[src/rtl/step_period_meter.sv]
// rtl/step_period_meter.sv - half-period meter for a step/square-wave input with valid/ack readout
// Counts in_clk cycles between successive edges of sig_in and holds the last result for software.
module step_period_meter #(
    parameter int SYNC_STAGES = 2
) (
    input  logic        in_clk,
    input  logic        reset,
    input  logic        sig_in,
    input  logic        ack,
    output logic [15:0] period_out,
    output logic [15:0] div_est,
    output logic        valid,
    output logic        overrun,
    output logic        stalled
);

    typedef enum logic [1:0] {
        WAIT_FIRST,
        MEASURE,
        STALLED
    } state_t;

    state_t                 state;
    logic [SYNC_STAGES-1:0] sync_q;
    logic                   sig_d;
    logic [15:0]            count;
    logic                   sig_edge;
    logic                   capture;

    assign sig_edge = sync_q[SYNC_STAGES-1] ^ sig_d;
    assign capture  = (state == MEASURE) && sig_edge;

    // A period below 2 can only come from an undivided input; report it as div 0.
    assign div_est = (period_out < 16'd2) ? 16'd0 : (period_out - 16'd2);

    always_ff @(posedge in_clk or posedge reset) begin
        if (reset) begin
            sync_q <= '0;
            sig_d  <= 1'b0;
        end else begin
            sync_q <= {sync_q[SYNC_STAGES-2:0], sig_in};
            sig_d  <= sync_q[SYNC_STAGES-1];
        end
    end

    always_ff @(posedge in_clk or posedge reset) begin
        if (reset) begin
            state   <= WAIT_FIRST;
            count   <= 16'd0;
            stalled <= 1'b0;
        end else begin
            case (state)
                WAIT_FIRST: begin
                    if (sig_edge) begin
                        count <= 16'd1;
                        state <= MEASURE;
                    end
                end
                MEASURE: begin
                    if (sig_edge) begin
                        count <= 16'd1;
                    end else if (count == 16'hFFFF) begin
                        state   <= STALLED;
                        stalled <= 1'b1;
                    end else begin
                        count <= count + 16'd1;
                    end
                end
                STALLED: begin
                    // The first edge after a stall only re-establishes a reference.
                    if (sig_edge) begin
                        count   <= 16'd1;
                        stalled <= 1'b0;
                        state   <= MEASURE;
                    end
                end
                default: begin
                    state <= WAIT_FIRST;
                end
            endcase
        end
    end

    always_ff @(posedge in_clk or posedge reset) begin
        if (reset) begin
            period_out <= 16'd0;
            valid      <= 1'b0;
            overrun    <= 1'b0;
        end else begin
            if (capture) begin
                period_out <= count;
                valid      <= 1'b1;
            end else if (ack) begin
                valid <= 1'b0;
            end

            // An ack in the capture cycle consumes the old result, so it is not an overrun.
            if (ack && overrun) begin
                overrun <= 1'b0;
            end else if (capture && valid && !ack) begin
                overrun <= 1'b1;
            end
        end
    end

endmodule

[config.mk]
export PLATFORM = sky130hd
export DESIGN_NAME = step_period_meter
export DESIGN_NICKNAME = d
export VERILOG_FILES = /design/src/rtl/step_period_meter.sv
export SDC_FILE = /design/constraint.sdc
export NUM_CORES = 1
export LEC_CHECK = 0
export CORE_UTILIZATION = 47
export CTS_CLUSTER_DIAMETER = 80
export CTS_CLUSTER_SIZE = 30
export DETAILED_ROUTE_END_ITERATION = 10
export GPL_TIMING_DRIVEN = 0
export HOLD_SLACK_MARGIN = 0.03
export PLACE_DENSITY = 0.73
export SLEW_MARGIN = 20
export SYNTH_ARGS = -nofsm -noshare
export SYNTH_HDL_FRONTEND = slang
export SYNTH_SLANG_ARGS = --single-unit
[constraint.sdc]
create_clock -name in_clk -period 2 [get_ports in_clk]
set_input_delay 0.2 -clock in_clk [delete_from_list [all_inputs] [get_ports in_clk]]
set_output_delay 0.2 -clock in_clk [all_outputs]
set_load 0.02 [all_outputs]
After elaboration in Yosys (flattened, before gate mapping)
Index checks and enable logic that the tools add are counted.
W data, S select, Z words.
- input port bits: 4
- register bits: 40
- output and inout bits: 35
- $lt $le $gt $ge: 1
- equal/unequal tests: 8
- reductions and logical operators: 14
- bitwise operators: 1
- multiplexer cells: 17
- $add $sub $neg: 2
- operators with widths (kind ; count):
    $mux W16 ; 4
    $pmux W16 S2 ; 1
    $add A16 B1 Y16 const B ; 1
    $eq A16 B16 Y1 const B ; 1
    $lt A16 B2 Y1 const B ; 1
    $sub A16 B2 Y16 const B ; 1
    $reduce_bool A2 Y1 ; 4
    $mux W1 ; 7
    $mux W2 ; 3
    $reduce_and A3 Y1 ; 2
    $logic_and A1 B1 Y1 ; 4
    $ne A2 B1 Y1 const B ; 2
    $ne A2 B2 Y1 const B ; 2
    $pmux W2 S2 ; 1
    $reduce_and A4 Y1 ; 1
    $ne A3 B3 Y1 const B ; 1
    $eq A2 B1 Y1 const B ; 1
    $eq A2 B2 Y1 const B ; 1
    $logic_not A2 Y1 ; 1
    $pmux W1 S2 ; 1
    $reduce_or A2 Y1 ; 1
    $logic_not A1 Y1 ; 1
    $xor A1 B1 Y1 ; 1

Longest topological paths before layout
- word-level depth: 6
- depth in mapped cells: 7

Worst setup path before layout
No wires, ideal clock.
- kind: flip-flop to output port
- from: register period_out[10]
- to: output port div_est[15]
- arrival: 1.886 ns
- required time: 1.800 ns
- slack: -0.086 ns
- cell stages (with the launch flop): 5
- path through: dfrtp_1 or3_1 or3_1 or4_1 nand2_1
- longest elaborated chain between the ends: 2
- elaborated cells between the ends (all ways): 3
- ends and longest elaborated chain (item ; RTL line ; RTL):
    start: declaration ; 10 ; output logic [15:0] period_out,
    start signal: assignment ; 91 ; period_out <= count;
    $sub A16 B2 Y16 / $lt A16 B2 Y1 (equally long branches) ; 34 ; assign div_est = (period_out < 16'd2) ? 16'd0 : (period_out - 16'd2);
    $mux W16 * ; 34 ;
    end: declaration ; 11 ; output logic [15:0] div_est,
Every way passes the cells marked *; elsewhere a longest branch is shown, timed or not.

Worst setup path in the final report
Same ends and word-level chain as after synthesis.

==> reports/qor.yml <==
flow_run:
  maxCapViolCount: 0
grt:
  grt_pass1_wl_mm: 9.05
  overflow: 0
  grt_antenna_before_repair: 0
  track_usage: 0.236
  grt_pass1_vias: 1866
  grt_max_degree: 25
die:
  die_x_um: 69.6
  start_util: 0.490
  die_area_um2: 4840
  die_h_um: 69.6
  rows: 24
  ios: 39
  core_area_um2: 4380
cells_and_area:
  nets: 299
  multi_input_comb_area_um2: 1310
  fin_cells: 346
  drive_gt1_frac: 0.381
  syn_to_final_growth_pct: 46.6
  final_cell_area_um2: 3150
  seqCellArea_um2: 1010
  num_antenna_cells: 0
  fillers: 313
yosys:
  synthCells: 229
  ys_seq_area_frac: 0.466
  syn_avg_cell_area_um2: 9.38
  yosysUniqueCellTypes: 40
  synthesis.nets: 235
  syn_area_um2: 2150
  ys_ff_latch: 40
  ys_warn_count: 0
  ys_async_sr_fraction: 1.00
  ys.flop_type: "dfrtp_1"
  synth_edf_count: 0
place:
  dp_slack_ns: -0.573
  port_buffers: 38
  dpl.cell_count: 320
  gp_congestion: 0.835
  postPlaceCellArea_um2: 2630
  place.detailed.hpwl_mm: 3.45
sta:
  finClkSkew_ns: 0.00685
  grt_setup_unrepaired: "yes"
  setup_slack_ns: -0.345
  fin_crit_sh: 1.17
  fmax_mhz: 426
  min_period_ns: 2.34
  worst_slew_pin_slew_ns: 0.407
  setup_viol: 16
  slew_violations: 0
  relSlewSlack: 0.727
  hold_viol_final: 0
route:
  dr.pass1.iters: 4
  dr_total_vias: 1979
  drt-wirelength-per-cell_um: 16.2
  route.detailed.drc: 0
  finalWirelength_mm: 5.60
  drtIter0Drc: 77
  vias_per_cell: 5.72
  ant_nets: 0
status:
  failed_checks: "setup timing"
  status: "finished with violations"
hold_path:
  hold_path.class: "input port to asynchronous set/reset pin"
clocking:
  clock_latency_ns: 0.30
  cts.sinks: 40
  cts_inserted_buffers: 5
  cts_tree: "built"
  clockBufferDepth: 2
  cts_hold_buf: 0
  htreeDepth: 2
  root_buffer: "clkbuf_8"
  path_clk_slew_ns: 0.08
power:
  peakVddDrop_mv: 0.484
  p_per_area_nw_per_um2: 958
  power.total_mw: 3.02
  power_leakage_nw: 1.39
worst_setup_path:
  end_kind: "primary output"
  crit_type: "flip-flop to primary output"
  cp.arrival_ns: 2.14
  worstSetupStartpointType: "flip-flop"
  required_ns: 1.80
  r2r_end: "count[12]"
  reg2reg_slack_ns: 0.05
  reg2regPathDepth: 7
  cp_max_fo: 3
  r2r-start: "count[0]"
-- cells by family after synthesis --
group,synth area share
AOI/OAI and AO/OA,0.121
xor gates and xnor gates,0.0449
adders and majority gates,0.0117
buffers and inverters,0.0344
DFF,0.466
muxes,0.0728
and+or+nand+nor,0.249
-- area by class of cell --
| type | count | share of cell area |
|---|---|---|
| Clock buffer | 5 | 0.0219 |
| Multi-Input combinational cell | 172 | 0.415 |
| Sequential cell | 40 | 0.322 |
| Buffer | 5 | 0.0119 |
| Inverter | 9 | 0.0107 |
| Tap cell | 52 | 0.0207 |
| Clock inverter | 3 | 0.0147 |
| Timing Repair Buffer | 60 | 0.183 |
-- state kept, by name (all words and copies together) (netlist names) --
name        cells
period_out     16
valid           1
stalled         1
count          16
sync_q          2
sig_d           1
state           2
overrun         1
-- how the worst max path moves through the flow --
stage                               from     endpoint  slack (ns)
after CTS                 period_out[10]  div_est[15]       -0.32
after global routing      period_out[12]  div_est[15]       -0.38
final                     period_out[10]  div_est[15]       -0.34
after global placement     period_out[4]  div_est[10]       -0.57
after floorplan           period_out[10]  div_est[15]       -0.02
after detailed placement   period_out[4]  div_est[10]       -0.57
-- stage by stage --
stage	TNS, ns	hold WS, ns	utilization
after global routing	-4.51	0.222	0.718
final	-3.47	0.180	0.718
after CTS	-3.86	0.187	0.667
after global placement	-10.61	0.334	0.595
after detailed placement	-11.34	0.339	0.600
after floorplan	-0.0213	0.231	-
-- layer usage --
layer / track usage / routed length [um]
met1: 0.314 / 2520
met2: 0.402 / 2810
met3: 0.0422 / 207
met4: 0.0522 / 64
met5: 0 / 0
-- cells in the mapped netlist, types with 5 or more instances --
cell / number / area share
xor2_1: 5 / 0.020
nand4_1: 7 / 0.020
xnor2_1: 6 / 0.024
o21ai_1: 5 / 0.012
nor3_1: 10 / 0.023
a21oi_1: 8 / 0.019
nor2_1: 26 / 0.045
clkbuf_1: 5 / 0.0087
nand2_1: 21 / 0.037
mux2_2: 13 / 0.068
inv_1: 9 / 0.016
o21ai_0: 16 / 0.037
or3_1: 7 / 0.020
nand3_1: 10 / 0.023
dfrtp_1: 40 / 0.47
-- layout by cell type, fill, tap and decap left out, drive strengths merged, types with 2 or more instances in the layout --
| master | n |
|---|---|
| a21o | 2 |
| a21oi | 8 |
| a22o | 3 |
| a32o | 4 |
| and4 | 2 |
| buf | 41 |
| clkbuf | 7 |
| clkdlybuf4s50 | 22 |
| dfrtp | 40 |
| ha | 2 |
| inv | 10 |
| mux2 | 13 |
| nand2 | 21 |
| nand3 | 11 |
| nand4 | 8 |
| nor2 | 26 |
| nor2b | 4 |
| nor3 | 11 |
| nor4 | 5 |
| o21ai | 21 |
| or3 | 7 |
| or4 | 3 |
| xnor2 | 6 |
| xor2 | 5 |
-- worst max-delay path, cell delays in order (launching register included) --
cell and delay, ns:
dfrtp_2 0.41, or3_4 0.39, or3_4 0.36, or4_4 0.49
nand2_2 0.08, buf_6 0.11
-- report_power, final --
group          total (mW)  leakage [nW]  internal (mW)  switching [mW]
Clock               0.683        0.0548          0.376           0.307
Combinational        1.44         0.822          0.681           0.755
Sequential          0.898         0.514          0.848          0.0498
-- what timing repair did --
action | 4_1_cts | 5_1_grt
resized for setup | 107 | 49
hold endpoints to repair | 0 | 0
endpoints found under the setup margin | 40 | 35
pin swaps | 11 | 8
gates cloned | 1 | 0
buffers inserted | 14 | 6
(Power assumes the default switching activity.)
